File: src/rtl/fifo_rd_streamer_pkg.sv
// fifo_rd_streamer_pkg: shared state encoding and default widths for the read-side streamer
package fifo_rd_streamer_pkg;
  typedef enum logic [1:0] {IDLE, RUN, DRAIN} state_t;
  localparam int DATA_WIDTH_DEF = 8;
  localparam int CNT_WIDTH_DEF = 32;
endpackage

File: src/rtl/fifo_rd_streamer_skid_buf2.sv
// skid_buf2: two-entry register buffer, head in e0, simultaneous push and pop allowed
module skid_buf2 #(
  parameter int W = 9
) (
  input  logic         clk,
  input  logic         rst,
  input  logic         push,
  input  logic         pop,
  input  logic [W-1:0] din,
  output logic [W-1:0] dout,
  output logic [1:0]   occ
);
  logic [W-1:0] e0, e1;
  assign dout = e0;
  always_ff @(posedge clk or posedge rst) begin
    if (rst) begin
      occ <= 2'd0;
      e0 <= '0;
      e1 <= '0;
    end else begin
      occ <= occ + {1'b0, push} - {1'b0, pop};
      if (pop && occ == 2'd2) e0 <= e1;
      else if (push && (occ == 2'd0 || pop)) e0 <= din;
      if (push && ((occ == 2'd1 && !pop) || (occ == 2'd2 && pop))) e1 <= din;
    end
  end
endmodule

File: src/rtl/fifo_rd_streamer.sv
// fifo_rd_streamer: drains a registered-output FIFO into a valid/ready stream with burst framing
module fifo_rd_streamer
  import fifo_rd_streamer_pkg::*;
#(
  parameter int DATA_WIDTH = DATA_WIDTH_DEF,
  parameter int BURST_LEN = 4,
  parameter int CNT_WIDTH = CNT_WIDTH_DEF
) (
  input  logic                  clk,
  input  logic                  rst,
  input  logic                  en,
  input  logic                  fifo_empty,
  output logic                  fifo_r_en,
  input  logic [DATA_WIDTH-1:0] fifo_data,
  output logic                  m_valid,
  input  logic                  m_ready,
  output logic [DATA_WIDTH-1:0] m_data,
  output logic                  m_last,
  output logic                  busy,
  output logic [CNT_WIDTH-1:0]  beat_count
);
  localparam int IW = BURST_LEN > 1 ? $clog2(BURST_LEN) : 1;
  state_t state;
  logic inflight, pop, tag_last;
  logic [IW-1:0] idx;
  logic [1:0] occ;
  logic [DATA_WIDTH:0] head;
  assign pop = m_valid & m_ready;
  assign tag_last = idx == IW'(BURST_LEN - 1);
  assign fifo_r_en = ~fifo_empty & (state == RUN) &
                     ({1'b0, occ} + {2'b0, inflight} - {2'b0, pop} < 3'd2);
  assign m_valid = occ != 2'd0;
  assign {m_last, m_data} = head;
  assign busy = state != IDLE;
  skid_buf2 #(.W(DATA_WIDTH + 1)) u_skid (
    .clk  (clk),
    .rst  (rst),
    .push (inflight),
    .pop  (pop),
    .din  ({tag_last, fifo_data}),
    .dout (head),
    .occ  (occ)
  );
  // Beats leave in capture order, so counting captures yields the same index a pop counter would.
  always_ff @(posedge clk or posedge rst) begin
    if (rst) begin
      state <= IDLE;
      inflight <= 1'b0;
      idx <= '0;
      beat_count <= '0;
    end else begin
      inflight <= fifo_r_en;
      if (inflight) idx <= tag_last ? '0 : idx + 1'b1;
      beat_count <= beat_count + CNT_WIDTH'(pop);
      case (state)
        IDLE:    state <= en ? RUN : IDLE;
        RUN:     state <= en ? RUN : DRAIN;
        DRAIN:   state <= en ? RUN : (occ == 2'd0 && !inflight) ? IDLE : DRAIN;
        default: state <= IDLE;
      endcase
    end
  end
endmodule

File: config.mk
export PLATFORM = sky130hd
export DESIGN_NAME = fifo_rd_streamer
export DESIGN_NICKNAME = d
export VERILOG_FILES = /design/src/rtl/fifo_rd_streamer_pkg.sv /design/src/rtl/fifo_rd_streamer_skid_buf2.sv /design/src/rtl/fifo_rd_streamer.sv
export SDC_FILE = /design/constraint.sdc
export NUM_CORES = 1
export LEC_CHECK = 0
export CAP_MARGIN = 20
export CORE_MARGIN = 1
export CORE_UTILIZATION = 42
export CTS_CLUSTER_SIZE = 30
export DETAILED_ROUTE_END_ITERATION = 12
export PLACE_DENSITY = 0.72
export SYNTH_ARGS = -nofsm -noshare
export SYNTH_HDL_FRONTEND = slang
export SYNTH_SLANG_ARGS = --single-unit
File: constraint.sdc
create_clock -name clk -period 3.37 [get_ports clk]
set_clock_uncertainty 0.05 [all_clocks]
set_input_delay 0.8425 -clock clk [delete_from_list [all_inputs] [get_ports clk]]
set_output_delay 0.8425 -clock clk [all_outputs]
set_load 0.005 [all_outputs]
==> key figures, run 1 <==
Worst setup path
  • Critical Path RT: 2.48 ns
  • Crit Reg-Reg Startpoint: u_skid.occ[1]
  • Register-to-register setup slack: 1.16 ns
  • Crit path max fanout: 2
  • CP endpoint kind: output port
  • CP Launch Type: primary input
  • CP arrival: about 2.5 ns
  • Reg2Reg Depth: 12
  • Reg-to-reg endpoint: beat_count[16]
  • Crit Path Category: primary input to output port

Pwr
  • Clock power share: 0.268
  • Power Dens Cells: 653 nW/um^2
  • Switch share: 0.291
  • Cell-internal power: 1620 uW
  • Peak supply drop: 367 uV
  • Leak: 0.00157 uW
  • Sw Pwr: around 670 uW
  • Total power: ~2300 uW
  • Combinational power share: 0.313
  • Sequential Power Share: 0.419

Synth
  • Area share of the largest cell type after synthesis: 0.560
  • Top post-synthesis cells by area: dfrtp_1, xnor2_1, mux2_1
  • Mapped cell area: 2550 sq um
  • Yosys warns: 0
  • Library cells used by synthesis: 33
  • Register area share after synthesis: 0.560
  • Seq cells post-synth: 57
  • Mapped Cells: 213
  • Syn Nets: 232
  • Synthesized area per cell: roughly 12 sq um
  • Dominant cell type by area after synthesis: dfrtp_1

STA
  • Slew Viols, Final: 0
  • Slew margin rel.: 0.509
  • Period utilization: 0.992
  • Setup repair after global routing missed its margin: yes
  • Hold_ws: 0.419 ns
  • Post-layout min period: roughly 3.3 ns
  • Least-Margin Pin Slew: between 0.7 and 0.8 ns
  • Final setup vio count: 0
  • Max Fclk: 299 MHz
  • Hold Fails Final Rpt: 0

Hold path
  • Hold Crit Class: flop to flop
  • Hold worst-path end: beat_count[31]
  • Worst hold path startpoint: beat_count[31]
  • Worst hold path depth: 1

Floorplanning
  • Ports: 57
  • Die area: 6380 sq um
  • Initial Utilization: 0.449
  • Rows: 27
  • Core Area: 5680 sq um
  • Die X-Extent: roughly 80 um
  • Die H: 79.9 um

Detailed routing
  • Post-route ant nets: 0
  • Number of vias per cell: 4.98
  • WL per Instance: between 10 and 15 um
  • Post-Route WL: 4.88 mm
  • Drt first-iter violations: 106
  • Total number of vias: ~1800
  • # DRC: 0
  • Pre-antenna DRT Iters: 4

Global route
  • Total track usage: 0.174
  • Total gr overflow: 0
  • Number of global-route vias before repair: 1847
  • Antenna violations before repair: 0
  • First-pass GRT wire length: 8.45 mm
  • Largest net degree at the start of global routing: 33

Final layout
  • Commonest non-fill, non-tap cell in the layout: dfrtp_1
  • Most frequent cells in the layout: dfrtp_1, clkdlybuf4s50_1, xnor2_1
  • Area Growth Syn to Fin: 37.4%
  • Final core utilization: 0.617
  • Layout cells sized above 1: 0.156
  • Nets: between 300 and 400
  • Antenna cells: 0

Outcome
  • Run status: finished, final reports clean

CTS
  • # hold bufs at CTS: 0
  • Clk_lat worst skew: 0.32 ns
  • Clock slew at reported path FFs: 0.06 ns
  • # H-tree levels: 3
  • CTS root buffer: clkbuf_8
  • CTS tree: built
  • Clock sinks: 57
  • CTS Buf Count: 9
  • CTS Buffer Depth: 2

Placed design
  • HPWL Detailed: 3.30 mm
  • Port buffer count: 56
  • Final GP Congestion: 0.742

Run
  • Max-Cap Viols: 0
-- through the flow --
step                cells  cell area [sq um]  TNS (ns)  setup slack [ns]
detailed placement    347               3260    -0.848            -0.848
floorplan             213               2550         0             0.221
global placement      347               3260    -0.748            -0.748
finish                366               3500         0            0.0276
global route          366               3500   -0.0396           -0.0396
CTS                   364               3480   -0.0362           -0.0362
-- sequential cells by signal, indices dropped and copies added (netlist names) --
register,count
u_skid.e1,9
inflight,1
idx,2
beat_count,32
state,2
u_skid.dout,9
u_skid.occ,2
-- cell type report --
type / count / area, sq um
well taps: 72 / 90.1
clock inverters: 3 / 40.0
repair buffers: 68 / 659
flip-flops and latches: 57 / 1430
fillers: 473 / 2180
clock buffers: 13 / 149
inverters: 6 / 22.5
multi-input cells: 147 / 1110
-- power by group through the flow --
stage | Sequential, uW | Combinational (uW) | Clock, uW
3_5_place_dp | 967 | 661 | 0
6_report | 958 | 715 | 612
3_3_place_gp | 960 | 646 | 0
4_1_cts | 956 | 703 | 632
2_1_floorplan | 963 | 322 | 0
5_1_grt | 982 | 794 | 663
-- synth_stat cells --
| master | n |
|---|---|
| nor2_1 | 14 |
| xor2_1 | 6 |
| fa_1 | 1 |
| mux2_2 | 2 |
| nand3_2 | 2 |
| nand4_2 | 1 |
| nor2b_1 | 1 |
| o21ai_2 | 1 |
| nand2_1 | 11 |
| mux2i_1 | 10 |
| nor4_4 | 1 |
| buf_6 | 1 |
| nor4_1 | 3 |
| mux2_1 | 9 |
| nand3_1 | 13 |
| dfrtp_1 | 57 |
| a21oi_1 | 10 |
| or2_2 | 1 |
| a21boi_0 | 1 |
| xnor2_1 | 25 |
| o21ai_1 | 1 |
| ha_1 | 5 |
| and3_1 | 4 |
| nand4_1 | 12 |
| nand3b_1 | 1 |
| nand2b_1 | 2 |
| buf_2 | 2 |
| nor2_4 | 1 |
| nand2_2 | 1 |
| and2_1 | 4 |
| o21ai_0 | 1 |
| inv_1 | 6 |
| nor3_1 | 3 |
-- worst max-delay path: stages --
cell	delay, ns
buf_6	0.09
and2_4	0.14
ha_4	0.25
inv_2	0.03
ha_4	0.14
fa_1	0.47
nor4_2	0.31
buf_2	0.17
-- routing by layer --
layer	global-route usage	part of all wire
met4	0.0804	0.017
met3	0.0446	0.057
met2	0.270	0.44
met5	0	0
met1	0.228	0.49
-- logic make-up (layout without fill, tap and decap cells) --
group                    after synthesis  count (layout)  synth area share
flip-flops                            57              57             0.560
multiplexers                          21              21            0.0880
AO/OA/AOI/OAI                         14              14            0.0300
XOR/XNOR                              31              31             0.107
buffers and inverters                  9              90            0.0172
AND/OR/NAND/NOR                       75              75             0.166
adder cells (fa/ha/maj)                6               6            0.0324
-- worst max path at each step --
stage / slack [ns] / endpoint / cells after the start / startpoint
after floorplan: 0.22 / fifo_r_en / 6 / m_ready
after global placement: -0.75 / fifo_r_en / 8 / m_ready
after detailed placement: -0.85 / fifo_r_en / 8 / m_ready
after CTS: -0.04 / fifo_r_en / 8 / m_ready
after global routing: -0.04 / fifo_r_en / 8 / m_ready
final: 0.03 / fifo_r_en / 8 / m_ready
-- what timing repair did --
action                     in CTS  in global routing
setup buffers                   1                  2
setup endpoints to repair       1                  1
resized for setup              15                  3
pin swaps                       3                  2
Note: power is estimated with default switching activity, not from simulation.
==> run 2: changes to the inputs <==
Settings changed: CORE_ASPECT_RATIO set to 0.5, CORE_UTILIZATION 42 to 45, PLACE_DENSITY 0.72 to 0.76.
Clock period 3.37 ns to 3.98 ns, I/O delays scaled along.
==> run 2 against run 1 <==
Effect of this change:
- setup slack gained 0.082 ns
- non-clock buffer count shrank 8
- sequential share of layout area grew 0.22 points
- count of clock-buffer cells in the layout is the same
- clock power grew 13%
- critical path depth is the same
- core utilization grew 5.5 points
- largest power group unchanged
==> key figures, run 2 (synthesized netlist as in run 1, its figures left out) <==
CTS
  • CTS Buffer Depth: 2 (unchanged)
  • Clock sinks: 57 (unchanged)
  • Clock slew at reported path FFs: 0.05 ns (about the same)
  • CTS root buffer: clkbuf_16
  • CTS tree: built
  • CTS Buf Count: 9 (unchanged)
  • # hold bufs at CTS: 0 (unchanged)
  • Clk_lat worst skew: 0.32 ns (about the same)
  • # H-tree levels: 3 (unchanged)

Global route
  • Largest net degree at the start of global routing: 34 (+3.0%)
  • First-pass GRT wire length: 8.56 mm (+1.4%)
  • Antenna violations before repair: 0 (unchanged)
  • Number of global-route vias before repair: 1843 (-0.22%)
  • Total gr overflow: 0 (unchanged)
  • Total track usage: 0.199 (+0.0246)

STA
  • Least-Margin Pin Slew: 0.721 ns (-0.0110 ns)
  • Max Fclk: 258 MHz
  • Slew Viols, Final: 0 (unchanged)
  • Period utilization: 0.973
  • Hold_ws: 0.424 ns (+0.00493 ns)
  • Final setup vio count: 0 (unchanged)
  • Hold Fails Final Rpt: 0 (unchanged)
  • Post-layout min period: about 3.9 ns
  • Slew margin rel.: 0.516 (+0.00739)
  • Setup repair after global routing missed its margin: no

Floorplanning
  • Core Area: 5180 sq um (-8.7%)
  • Die X-Extent: 108 um (+36%)
  • Ports: 57 (unchanged)
  • Rows: 18 (-33%)
  • Die H: 55.2 um (-31%)
  • Initial Utilization: 0.492 (+0.0429)
  • Die area: 5980 sq um (-6.2%)

Final layout
  • Final instance area: 3480 sq um (-0.54%)
  • Area Growth Syn to Fin: 36.7%
  • Antenna cells: 0 (unchanged)
  • Nets: 300 (-2.6%)
  • Commonest non-fill, non-tap cell in the layout: dfrtp_1
  • Largest Register: beat_count
  • Layout cells sized above 1: 0.112 (-0.0446)
  • Most frequent cells in the layout: dfrtp_1, clkdlybuf4s50_1, xnor2_1
  • Largest register FFs: 32 (unchanged)

Placed design
  • Port buffer count: 56 (unchanged)
  • Placed Area: 3200 sq um (-1.6%)
  • HPWL Detailed: 3.47 mm (+5.1%)
  • Final GP Congestion: 0.791 (+6.6%)

Worst setup path
  • Critical Path RT: 2.93 ns (+0.45 ns)
  • CP arrival: 2.83 ns (+0.38 ns)
  • Crit path max fanout: 2 (unchanged)
  • Reg2Reg Depth: 10 (-2)
  • CP endpoint kind: output port
  • CP Launch Type: primary input
  • Crit Path Category: primary input to output port

Hold path
  • Hold Crit Class: flop to flop
  • Worst hold path depth: 1 (unchanged)

Pwr
  • Leak: 0.00158 uW (about the same)
  • Power Dens Cells: 584 nW/um^2 (-11%)
  • Peak supply drop: 287 uV (-22%)

Outcome
  • Run status: finished, final reports clean

Detailed routing
  • Post-route ant nets: 0 (unchanged)
  • Number of vias per cell: 5.11 (+2.7%)
  • WL per Instance: 14.0 um (+5.0%)
  • Pre-antenna DRT Iters: 4 (unchanged)
  • Total number of vias: 1820 (-0.11%)
  • # DRC: 0 (unchanged)
  • Post-Route WL: 4.99 mm (+2.2%)
  • Drt first-iter violations: 71 (-33%)

Run
  • Max-Cap Viols: 0 (unchanged)
run 2: layer usage:
| metal | global-route usage | vias to the layer above | wire, um |
|---|---|---|---|
| met3 | 0.0691 | 2 | 219 |
| met1 | 0.234 | 902 | 2210 |
| li1 | - | 879 | - |
| met5 | 0 | - | 0 |
| met4 | 0.0833 | 0 | 36 |
| met2 | 0.345 | 37 | 2510 |
run 2: worst paths after layout:
| path | endpoint | slack (ns) | from |
|---|---|---|---|
| setup / recovery | fifo_r_en | 0.11 | m_ready |
| hold / removal | beat_count[31] | 0.42 | beat_count[31] |
| setup reg to reg | beat_count[26] | 1.53 | u_skid.occ[1] |
| hold reg to reg | beat_count[31] | 0.42 | beat_count[31] |
| max in group asynchronous | beat_count[9] | 2.09 | rst |
| min in group asynchronous | beat_count[31] | 0.98 | rst |
run 2: layout make-up:
cell class              count  area (sq um)
fillers                   410          1700
flip-flops and latches     57          1430
multi-input cells         147          1080
repair buffers             60           584
clock buffers              13           260
well taps                  70          87.6
inverters                   6          22.5
clock inverters             3          15.0
run 2: critical path, cell delays in order:
cell           delay (ns)
dlygate4sd2_1        0.25
and2_4               0.14
ha_1                 0.26
inv_1                0.04
ha_1                 0.19
fa_1                 0.49
nor4_2               0.29
buf_2                0.16
run 2: what timing repair did:
item | CTS | global route
endpoints found under the setup margin | 1 | 1
pin swaps | 2 | 1
gates resized for setup | 7 | 0
setup buffers | 0 | 0
gates cloned | 0 | 0
run 2: metrics by stage:
stage	setup TNS, ns	std cells	power (uW)	setup slack, ns	util
after floorplan	0	213	1090	0.526	-
after global placement	-0.444	340	1320	-0.444	0.618
after detailed placement	-0.572	340	1350	-0.572	0.618
after CTS	0	356	2060	0.0529	0.672
after global routing	0	356	2170	0.0198	0.672
final	0	356	2030	0.109	0.672
run 2: power breakdown:
group / total, uW / leakage, uW / switching (uW) / internal, uW
clock network: 690 / 0.000139 / 240 / 450
registers: 819 / 0.000742 / 104 / 715
logic: 523 / 0.000693 / 222 / 301
total: 2030 / 0.00158 / 566 / 1470
==> run 3: changes to the inputs <==
Settings changed: SLEW_MARGIN set to 10.
==> results of run 3 <==
Same layout as run 2: the final DEF is identical, and so are final timing and power.
